**src/rtl/pipe_pkg.sv**
```systemverilog
// Shared types and defaults for the inter-stage pipeline registers.
package pipe_pkg;

  localparam int CTRL_W_DEF = 16;
  localparam int DATA_W_DEF = 64;
  localparam int CNT_W_DEF  = 16;

  typedef enum logic [1:0] {
    CMD_LOAD,
    CMD_HOLD,
    CMD_FLUSH
  } stage_cmd_e;

  // A flush wins over a stall so that a squashed instruction cannot linger.
  function automatic stage_cmd_e stage_cmd(input logic flush, input logic stall);
    if (flush)      return CMD_FLUSH;
    else if (stall) return CMD_HOLD;
    else            return CMD_LOAD;
  endfunction

endpackage

```
**src/rtl/pipe_stage_reg_sat_counter.sv**
```systemverilog
// Saturating up-counter with synchronous clear; clear beats increment.
module sat_counter #(
  parameter int W = 16
) (
  input  logic         clk,
  input  logic         reset,
  input  logic         clr_i,
  input  logic         inc_i,
  output logic [W-1:0] cnt_o
);

  logic [W-1:0] cnt_q, cnt_d;

  always_comb begin
    cnt_d = cnt_q;
    if (clr_i)                   cnt_d = '0;
    else if (inc_i && ~&cnt_q)   cnt_d = cnt_q + 1'b1;
  end

  always_ff @(posedge clk or posedge reset) begin
    if (reset) cnt_q <= '0;
    else       cnt_q <= cnt_d;
  end

  assign cnt_o = cnt_q;

endmodule

```
**src/rtl/pipe_stage_reg.sv**
```systemverilog
// Parametrised pipeline stage register with stall/flush and control squashing.
// Define PIPE_STAGE_PERF_CNT_EN to build the stall/bubble performance counters.
module pipe_stage_reg
  import pipe_pkg::*;
#(
  parameter int                CTRL_W      = CTRL_W_DEF,
  parameter int                DATA_W      = DATA_W_DEF,
  parameter logic [CTRL_W-1:0] CTRL_BUBBLE = '0,
  parameter int                CNT_W       = CNT_W_DEF
) (
  input  logic              clk,
  input  logic              reset,
  input  logic              stall_i,
  input  logic              flush_i,
  input  logic              valid_i,
  input  logic [CTRL_W-1:0] ctrl_i,
  input  logic [DATA_W-1:0] data_i,
  input  logic              cnt_clr_i,
  output logic              valid_o,
  output logic [CTRL_W-1:0] ctrl_o,
  output logic [DATA_W-1:0] data_o,
  output logic [CNT_W-1:0]  stall_cnt_o,
  output logic [CNT_W-1:0]  bubble_cnt_o
);

  stage_cmd_e cmd;
  assign cmd = stage_cmd(flush_i, stall_i);

  logic              valid_q, valid_d;
  logic [CTRL_W-1:0] ctrl_q,  ctrl_d;
  logic [DATA_W-1:0] data_q,  data_d;

  // Data is left untouched on a flush: it is dead once valid drops.
  always_comb begin
    valid_d = valid_q;
    ctrl_d  = ctrl_q;
    data_d  = data_q;
    case (cmd)
      CMD_FLUSH: begin
        valid_d = 1'b0;
        ctrl_d  = CTRL_BUBBLE;
      end
      CMD_LOAD: begin
        valid_d = valid_i;
        data_d  = data_i;
        ctrl_d  = valid_i ? ctrl_i : CTRL_BUBBLE;
      end
      default: ;
    endcase
  end

  always_ff @(posedge clk or posedge reset) begin
    if (reset) begin
      valid_q <= 1'b0;
      ctrl_q  <= CTRL_BUBBLE;
      data_q  <= '0;
    end else begin
      valid_q <= valid_d;
      ctrl_q  <= ctrl_d;
      data_q  <= data_d;
    end
  end

  assign valid_o = valid_q;
  assign ctrl_o  = ctrl_q;
  assign data_o  = data_q;

`ifdef PIPE_STAGE_PERF_CNT_EN
  logic stall_inc, bubble_inc;
  assign stall_inc  = (cmd == CMD_HOLD);
  assign bubble_inc = (cmd == CMD_FLUSH) || ((cmd == CMD_LOAD) && !valid_i);

  sat_counter #(.W(CNT_W)) u_stall_cnt (
    .clk   (clk),
    .reset (reset),
    .clr_i (cnt_clr_i),
    .inc_i (stall_inc),
    .cnt_o (stall_cnt_o)
  );

  sat_counter #(.W(CNT_W)) u_bubble_cnt (
    .clk   (clk),
    .reset (reset),
    .clr_i (cnt_clr_i),
    .inc_i (bubble_inc),
    .cnt_o (bubble_cnt_o)
  );
`else
  logic perf_unused;
  assign perf_unused  = cnt_clr_i;
  assign stall_cnt_o  = '0;
  assign bubble_cnt_o = '0;
`endif

  // A bubble must never carry live control bits.
  a_bubble_squashed: assert property (@(posedge clk) disable iff (reset)
    !valid_q |-> (ctrl_q == CTRL_BUBBLE));

endmodule

```
**config.mk**
```make
export PLATFORM = sky130hd
export DESIGN_NAME = pipe_stage_reg
export DESIGN_NICKNAME = d
export VERILOG_FILES = /design/src/rtl/pipe_pkg.sv /design/src/rtl/pipe_stage_reg_sat_counter.sv /design/src/rtl/pipe_stage_reg.sv
export SDC_FILE = /design/constraint.sdc
export NUM_CORES = 1
export LEC_CHECK = 0
export BUFFER_PORTS_ARGS = -buffer_cell sky130_fd_sc_hd__buf_2
export CAP_MARGIN = 20
export CELL_PAD_IN_SITES_DETAIL_PLACEMENT = 0
export CELL_PAD_IN_SITES_GLOBAL_PLACEMENT = 1
export CORE_MARGIN = 4
export CORE_UTILIZATION = 32
export CTS_BUF_LIST = sky130_fd_sc_hd__clkbuf_2 sky130_fd_sc_hd__clkbuf_4 sky130_fd_sc_hd__clkbuf_8
export DETAILED_ROUTE_END_ITERATION = 7
export PLACE_DENSITY = 0.89
export SETUP_SLACK_MARGIN = 0.5
export SLEW_MARGIN = 20
export SYNTH_ARGS = -nofsm -noshare
export SYNTH_HDL_FRONTEND = slang
export SYNTH_HIERARCHICAL = 1
export SYNTH_SLANG_ARGS = --single-unit
```
**constraint.sdc**
```tcl
create_clock -name clk -period 2.4 [get_ports clk]
set_input_delay 0.24 -clock clk [delete_from_list [all_inputs] [get_ports clk]]
set_output_delay 0.24 -clock clk [all_outputs]
set_load 0.02 [all_outputs]
```
# Word level (Yosys, flattened, before mapping)
# Index checks and enable logic that the tools add are counted.
[op_classes] n_shift=0 n_eq_ne=1 n_reduce_logical=2 n_mul=0 div_mod_pow=0 bitwise=0 n_addsub=0 magnitude_cmp=0 mux=5
[op_table] op="$pmux W16 S2" count=1
[op_table] op="$mux W16" count=1
[op_table] op="$eq A2 B2 Y1 const B" count=1
[op_table] op="$logic_not A2 Y1" count=1
[op_table] op="$mux W2" count=1
[op_table] op="$pmux W1 S2" count=1
[op_table] op="$reduce_bool A2 Y1" count=1
[op_table] op="$mux W1" count=1
[word_totals] n_memories=0 wordCells=11 register_bits=81 latch_bits=0 mem_bits_ro=0 input_bits=86 ramBits=0

# Logic depth before layout (Yosys ltp)
# Gate-level depths: netlist of the first run.
[logic_depth] word_depth=4 ltp_mapped=4 depth_no_buf=2

# Worst setup path before layout of the first run
# OpenSTA, ideal clock, no wires.
[synth_timing] path_type="input port to flip-flop" startpoint="in stall_i" endpoint="reg data_q[0] (netlist: data_o[0])" setup_slack_ns=1.236 arrival_ns=1.039 setup_time_ns=0.125 required_ns=2.275 stages=4 n_path_buf=2 cell_sequence="or2_1 -> buf_6 -> buf_6 -> mux2_4"
[synth_between] elab_chain_cells=3
[synth_lines] item="start: declaration" line_no="pipe_stage_reg.sv:13" text="input logic stall_i,"
[synth_lines] item="$mux W1" line_no="pipe_pkg.sv:17" text="else if (stall) return CMD_HOLD;"
[synth_lines] item="$mux W2" line_no="pipe_pkg.sv:16" text="if (flush) return CMD_FLUSH;"
[synth_lines] item="$logic_not A2 Y1" line_no="pipe_stage_reg.sv:38" text="case (cmd)"
[synth_lines] item="end signal: assignment" line_no="pipe_stage_reg.sv:60" text="data_q <= data_d;"
[synth_lines] item="end: declaration" line_no="pipe_stage_reg.sv:31" text="logic [DATA_W-1:0] data_q, data_d;"
# Every way passes these cells.
# A chain may end at the register's enable or synchronous reset.

# Final worst setup path of the first run
[layout_timing] startpoint="in flush_i" endpoint="reg data_q[30] (netlist: data_o[30])"
[layout_between] elab_chain_cells=2
[layout_lines] item="start: declaration" line_no="pipe_stage_reg.sv:14" text="input logic flush_i,"
[layout_lines] item="$mux W2" line_no="pipe_pkg.sv:16"
[layout_lines] item="$logic_not A2 Y1" line_no="pipe_stage_reg.sv:38"
# Every way passes these cells.

==> qor.csv, run 1 <==
stage,metric,value,unit
pwr,internal-power,2330,uW
clock_tree,clock-sinks,81,
min_path,hold_end,data_o[31],
placement,dp.cells,523,
grt,overflow,0,
synth,synth_ff_type,dfrtp_1,
routing,wl_per_cell,15.0,um
grt,grt_most_used_layer,met2,
layout,instances_no_fill,540,
timing,finalCritPeriodShare,0.550,
synth,yosys-top-cells-count,"dfrtp_1, mux2_4, buf_4",
placement,io_buffers,165,
critical_path,worstPathArrival,1.55,ns
critical_path,crit_buf_inv,2,
grt,grt.total_usage,0.127,
critical_path,reg2reg_from,data_o[30],
pwr,p_sw,1060,uW
placement,gp_congestion,0.805,
clock_tree,ctsResizeCount,0,
min_path,hp-class,in2reg,
placement,dpl.hpwl,6000,um
pwr,clockPowerShare,0.259,
placement,pre_cts_ws,0.689,ns
critical_path,critical-path-top-delay-family,buffers and inverters,
critical_path,end_kind,flop,
pwr,p_leak,0.00249,uW
critical_path,r2r_cells,1,
grt,grt_pass1_wl,12700,um
routing,drtAntennaViolNets,0,
clock_tree,cts_hold_buf,1,
status,status,completed,
floorplan,die_h,113,um
critical_path,timing.rr.end,data_o[30],
timing,worst_slack,1.08,ns
grt,use_met2,0.200,
grt,grt_start_max_net_pins,82,
critical_path,cpMaxStageDelayCell,or2_4,
synth,synth_top_area_share,0.571,
clock_tree,cts_tree,built,
synth,synth_seq_cells,81,
synth,async_flop_share,1.00,
critical_path,cpPeakStageDelay,0.42,ns
critical_path,path_class,in2reg,
layout,drive_above_1_share,0.620,
synth,synth_cell_types,18,
clock_tree,numCtsBuffers,9,
pwr,cellPowerDensity,742,nW/um^2
routing,route.detailed.drc,0,
floorplan,die_area,12900,sq um
synth,yosysSeqAreaShare,0.571,
grt,grt_pass1_vias,2445,
grt,use_met3,0.0374,
grt,antenna_found_initial,0,
timing,setup-violations-final,0,
critical_path,r2r_slack,1.60,ns
run,drv_cap,0,
timing,clock_skew,0,ns
timing,fin_crit,1.32,ns
critical_path,worst_setup_path_start_kind,primary input,
routing,drt_iter0_drc,91,
timing,max_freq,0.757,GHz
pwr,peakVddDrop,313,uV
synth,syn_inst,229,
synth,synth.area.top_cells,"dfrtp_1, mux2_4, buf_4, buf_6, a32o_1",
timing,fin_setup_tns,0,ns
min_path,hp-start,data_i[31],
synth,syn-cell-area,3550,sq um
routing,vias,2307,
floorplan,start_util,0.328,
synth,synth-edff-count,0,
synth,ys_warn_count,6,
routing,drt-vias-per-instance,4.27,
pwr,combPwrFrac,0.262,
timing,max_slew_margin,0.656,
timing,rsz0062_at_grt,no,
pwr,swShare,0.312,
clock_tree,clk-insertion-delay-late,0.35,ns
routing,first_pass_iters,4,
layout,syn_to_final_growth,28.5,%
timing,drv_slew,0,
grt,use_met1,0.157,
pwr,p_seq_frac,0.479,
critical_path,required,2.63,ns
clock_tree,h-tree-depth,3,
synth,yosysMostFrequentCell,dfrtp_1,
synth,yosys.area.top_type,dfrtp_1,
min_path,hold_depth,2,
critical_path,path_cells,buf_2 > or2_4 > buf_12 > mux2_1,
clock_tree,root_buffer,clkbuf_8,
routing,routed_wl,8090,um
floorplan,rows,38,
layout,fillers,1017,
synth,syn_avg_cell_area,15.5,sq um
critical_path,path_max_fanout,29,
timing,finalHoldViolCount,0,
floorplan,core_area,10800,sq um
floorplan,die_w,113,um
layout,antenna_cells,0,
clock_tree,clk_path_buf_depth,2,
clock_tree,path_clk_slew,0.07,ns
floorplan,ios,199,
timing,worst_pin_slew,0.514,ns
critical_path,crit_cells,4,
layout,final_nets,481,
clock_tree,cts_setup_buffers,0,
cells in the final DEF, fill, tap and decap left out, drive strengths merged:
| cell | count |
|---|---|
| clkbuf | 11 |
| nand2 | 16 |
| mux2 | 64 |
| clkinv | 2 |
| conb | 32 |
| mux2i | 1 |
| nor2 | 2 |
| clkinvlp | 4 |
| dfrtp | 81 |
| or2 | 1 |
| dlygate4sd3 | 1 |
| nor2b | 1 |
| a32o | 8 |
| buf | 168 |
| o22ai | 8 |
through the flow:
step | hold WS (ns) | cell area, sq um | power (uW) | util
4_1_cts | 0.0670 | 4570 | 3450 | 0.421
3_3_place_gp | 0.395 | 4380 | 2520 | 0.404
3_5_place_dp | 0.403 | 4380 | 2540 | 0.404
2_1_floorplan | 0.372 | 3670 | 2270 | -
6_report | 0.105 | 4570 | 3390 | 0.421
5_1_grt | 0.0781 | 4570 | 3580 | 0.421
cell type report:
class / instances / area (sq um) / share of cell area
inverters: 1 / 7.51 / 0.00164
well taps: 140 / 175 / 0.0384
repair buffers: 169 / 896 / 0.196
flip-flops and latches: 81 / 2030 / 0.444
clock inverters: 5 / 32.5 / 0.00713
multi-input cells: 133 / 1290 / 0.282
clock buffers: 11 / 139 / 0.0304
kinds of logic (layout without fill, tap and decap cells):
logic type / Yosys count / in the layout / synth area share
AO/OA/AOI/OAI: 16 / 16 / 0.0366
buffers and inverters: 46 / 186 / 0.100
flip-flops: 81 / 81 / 0.571
multiplexers: 65 / 65 / 0.269
other: 1 / 32 / 0.00106
AND/OR/NAND/NOR: 20 / 20 / 0.0225
state kept, by name, summed over array words and instances (netlist names):
signal	flops
ctrl_o	16
data_o	64
valid_o	1
power groups by stage:
stage,registers (uW),logic (uW),clock network [uW]
finish,1620,887,879
global route,1650,944,986
CTS,1620,899,930
detailed placement,1650,893,0
global placement,1640,880,0
floorplan,1860,410,0
per-layer routing:
layer | up-vias | routed length (um)
met5 | - | 0
met4 | 0 | 192
met3 | 12 | 735
met2 | 123 | 3860
met1 | 1109 | 3300
li1 | 1063 | -
worst max path at each step:
stage,startpoint,end
detailed placement,flush_i,data_o[30]
finish,flush_i,data_o[30]
floorplan,reset,ctrl_o[0]
CTS,flush_i,data_o[30]
global placement,stall_i,data_o[30]
global route,flush_i,data_o[30]
No activity file was read; power rests on OpenSTA's default activity.
==> run 2, diff against run 1 <==
Clock period 2.4 ns to 1.2 ns, I/O delays scaled along.
==> run 2 against run 1 <==
Against the previous run: final cell count is 14% higher; clock skew stayed put; the flow now finishes with violations (negative hold slack); core utilization is 14 points higher; die area stayed put; first-iteration DRC count is 15% higher; global-route usage is 2.8 points higher; worst setup slack worse by 0.92 ns.
==> qor.csv, run 2 (same netlist as run 1, synthesis figures left out) <==
stage,metric,value,unit,change
layout,final_common_cell,buf_6,,
routing,drt-vias-per-instance,4.38,,+2.6%
floorplan,ios,199,,unchanged
routing,drtAntennaViolNets,0,,unchanged
floorplan,die_h,113,um,unchanged
routing,vias,2696,,+17%
layout,final_nets,556,,+16%
placement,dpl.hpwl,6040,um,+0.72%
timing,fin_setup_tns,0,ns,unchanged
floorplan,die_area,12900,sq um,unchanged
critical_path,path_max_fanout,2,,-93%
grt,grt_pass1_wl,15500,um,+22%
critical_path,worstPathArrival,0.92,ns,-0.63 ns
floorplan,start_util,0.328,,unchanged
timing,finalCritPeriodShare,0.864,,
clock_tree,cts_tree,built,,
critical_path,path_cells,buf_6,,
clock_tree,h-tree-depth,3,,unchanged
critical_path,crit_buf_inv,1,,-1
clock_tree,clk-insertion-delay-late,0.34,ns,about the same
grt,grt_pass1_vias,2870,,+17%
grt,overflow,0,,unchanged
routing,wl_per_cell,17.5,um,+17%
clock_tree,path_clk_slew,0.09,ns,+0.02 ns
placement,io_buffers,165,,unchanged
clock_tree,clock-sinks,81,,unchanged
clock_tree,numCtsBuffers,9,,unchanged
placement,gp_congestion,0.812,,+0.81%
grt,grt.total_usage,0.155,,+0.0284
placement,dp.cells,526,,+0.57%
timing,max_freq,0.965,GHz,
timing,drv_slew,0,,unchanged
layout,layout_common_cells,"buf_6, buf_2, dfrtp_1, mux2_4",,
critical_path,worst_setup_path_start_kind,flop,,
layout,instances_no_fill,615,,+14%
layout,syn_to_final_growth,71.4,%,
critical_path,end_kind,output pin,,
pwr,peakVddDrop,729,uV,+130%
timing,hold_ws,-0.271,ns,-0.376 ns
critical_path,critical-path-top-delay-family,flip-flops,,
timing,fin_crit,1.04,ns,
grt,grt_start_max_net_pins,41,,-50%
critical_path,cpPeakStageDelay,0.42,ns,about the same
clock_tree,root_buffer,clkbuf_8,,
layout,fin_util,0.562,,+0.141
critical_path,cpMaxStageDelayCell,dfrtp_1,,
floorplan,rows,38,,unchanged
layout,largest_reg_flops,64,,unchanged
timing,rsz0062_at_grt,yes,,
timing,clock_skew,0,ns,unchanged
layout,drive_above_1_share,0.695,,+0.0747
routing,route.detailed.drc,0,,unchanged
pwr,p_seq_frac,0.408,,-0.071
status,violations,negative hold slack,,
pwr,p_leak,0.00319,uW,+28%
clock_tree,clk_path_buf_depth,2,,unchanged
pwr,combPwrFrac,0.342,,+0.080
clock_tree,cts_hold_buf,3,,+2
routing,drt_iter0_drc,105,,+15%
floorplan,die_w,113,um,unchanged
min_path,hp-class,in2async,,
critical_path,required,1.08,ns,-1.55 ns
pwr,p_sw,2500,uW,+140%
critical_path,path_class,reg2out,,
status,status,"finished, violations left",,
routing,first_pass_iters,4,,unchanged
layout,antenna_cells,0,,unchanged
pwr,internal-power,5730,uW,+150%
floorplan,core_area,10800,sq um,unchanged
grt,antenna_found_initial,0,,unchanged
timing,setup-violations-final,0,,unchanged
pwr,swShare,0.304,,-0.00850
routing,routed_wl,10800,um,+33%
pwr,clockPowerShare,0.250,,-0.009
timing,finalHoldViolCount,22,,+22
pwr,cellPowerDensity,1350,nW/um^2,+82%
run,drv_cap,0,,unchanged
-- run 2: changes by cell type in the layout (fill, tap and decap cells not counted), sizes merged --
cell | previous run | this run
buf | 168 | 240
clkbuf | 11 | 10
inv | 0 | 2
dlygate4sd3 | 1 | 3
clkinv | 2 | 3
bufinv | 0 | 1
clkinvlp | 4 | 2
-- run 2: cell type report --
| cell class | count | area (sq um) |
|---|---|---|
| inverters | 1 | 7.51 |
| clock buffers | 9 | 124 |
| flip-flops and latches | 81 | 2030 |
| multi-input cells | 133 | 1340 |
| fillers | 849 | 4750 |
| repair buffers | 244 | 2340 |
| clock inverters | 7 | 77.6 |
| well taps | 140 | 175 |
-- run 2: routing by layer --
metal	up-vias	track usage	part of all wire
met5	-	0	0
met4	0	0.0481	0.011
met3	9	0.0449	0.074
met2	130	0.273	0.53
met1	1338	0.183	0.39
li1	1219	-	-
-- run 2: path summary, 6_finish.rpt --
check | from | endpoint | slack (ns) | cells after the start
max in group asynchronous | reset | ctrl_o[4] | 0.98 | 3
setup reg to reg | data_o[59] | data_o[59] | 0.21 | 3
min in group clk | data_i[21] | data_o[21] | -0.01 | 2
hold / removal | reset | data_o[5] | -0.27 | 2
setup / recovery | ctrl_o[2] | ctrl_o[2] | 0.16 | 1
hold reg to reg | ctrl_o[15] | ctrl_o[15] | 0.52 | 1
-- run 2: repair_timing --
action,in CTS,in global routing
hold endpoints to repair,78,62
endpoints found under the setup margin,154,162
resized for setup,181,29
pin swaps,8,2
gates cloned,8,1
setup buffers,37,24
-- run 2: per-stage QoR --
| step | area [sq um] | setup slack [ns] | power (uW) |
|---|---|---|---|
| finish | 6090 | 0.163 | 8230 |
| global placement | 4430 | 0.0406 | 5070 |
| detailed placement | 4430 | 0.0226 | 5110 |
| CTS | 5770 | 0.152 | 8040 |
| floorplan | 3690 | 0.156 | 4560 |
| global route | 6090 | 0.126 | 8580 |
-- run 2: power groups by stage --
| stage | clock, uW | combinational (uW) | sequential, uW |
|---|---|---|---|
| floorplan | 0 | 833 | 3730 |
| finish | 2060 | 2820 | 3360 |
| CTS | 2120 | 2590 | 3330 |
| global route | 2230 | 2960 | 3390 |
| global placement | 0 | 1780 | 3280 |
| detailed placement | 0 | 1810 | 3300 |
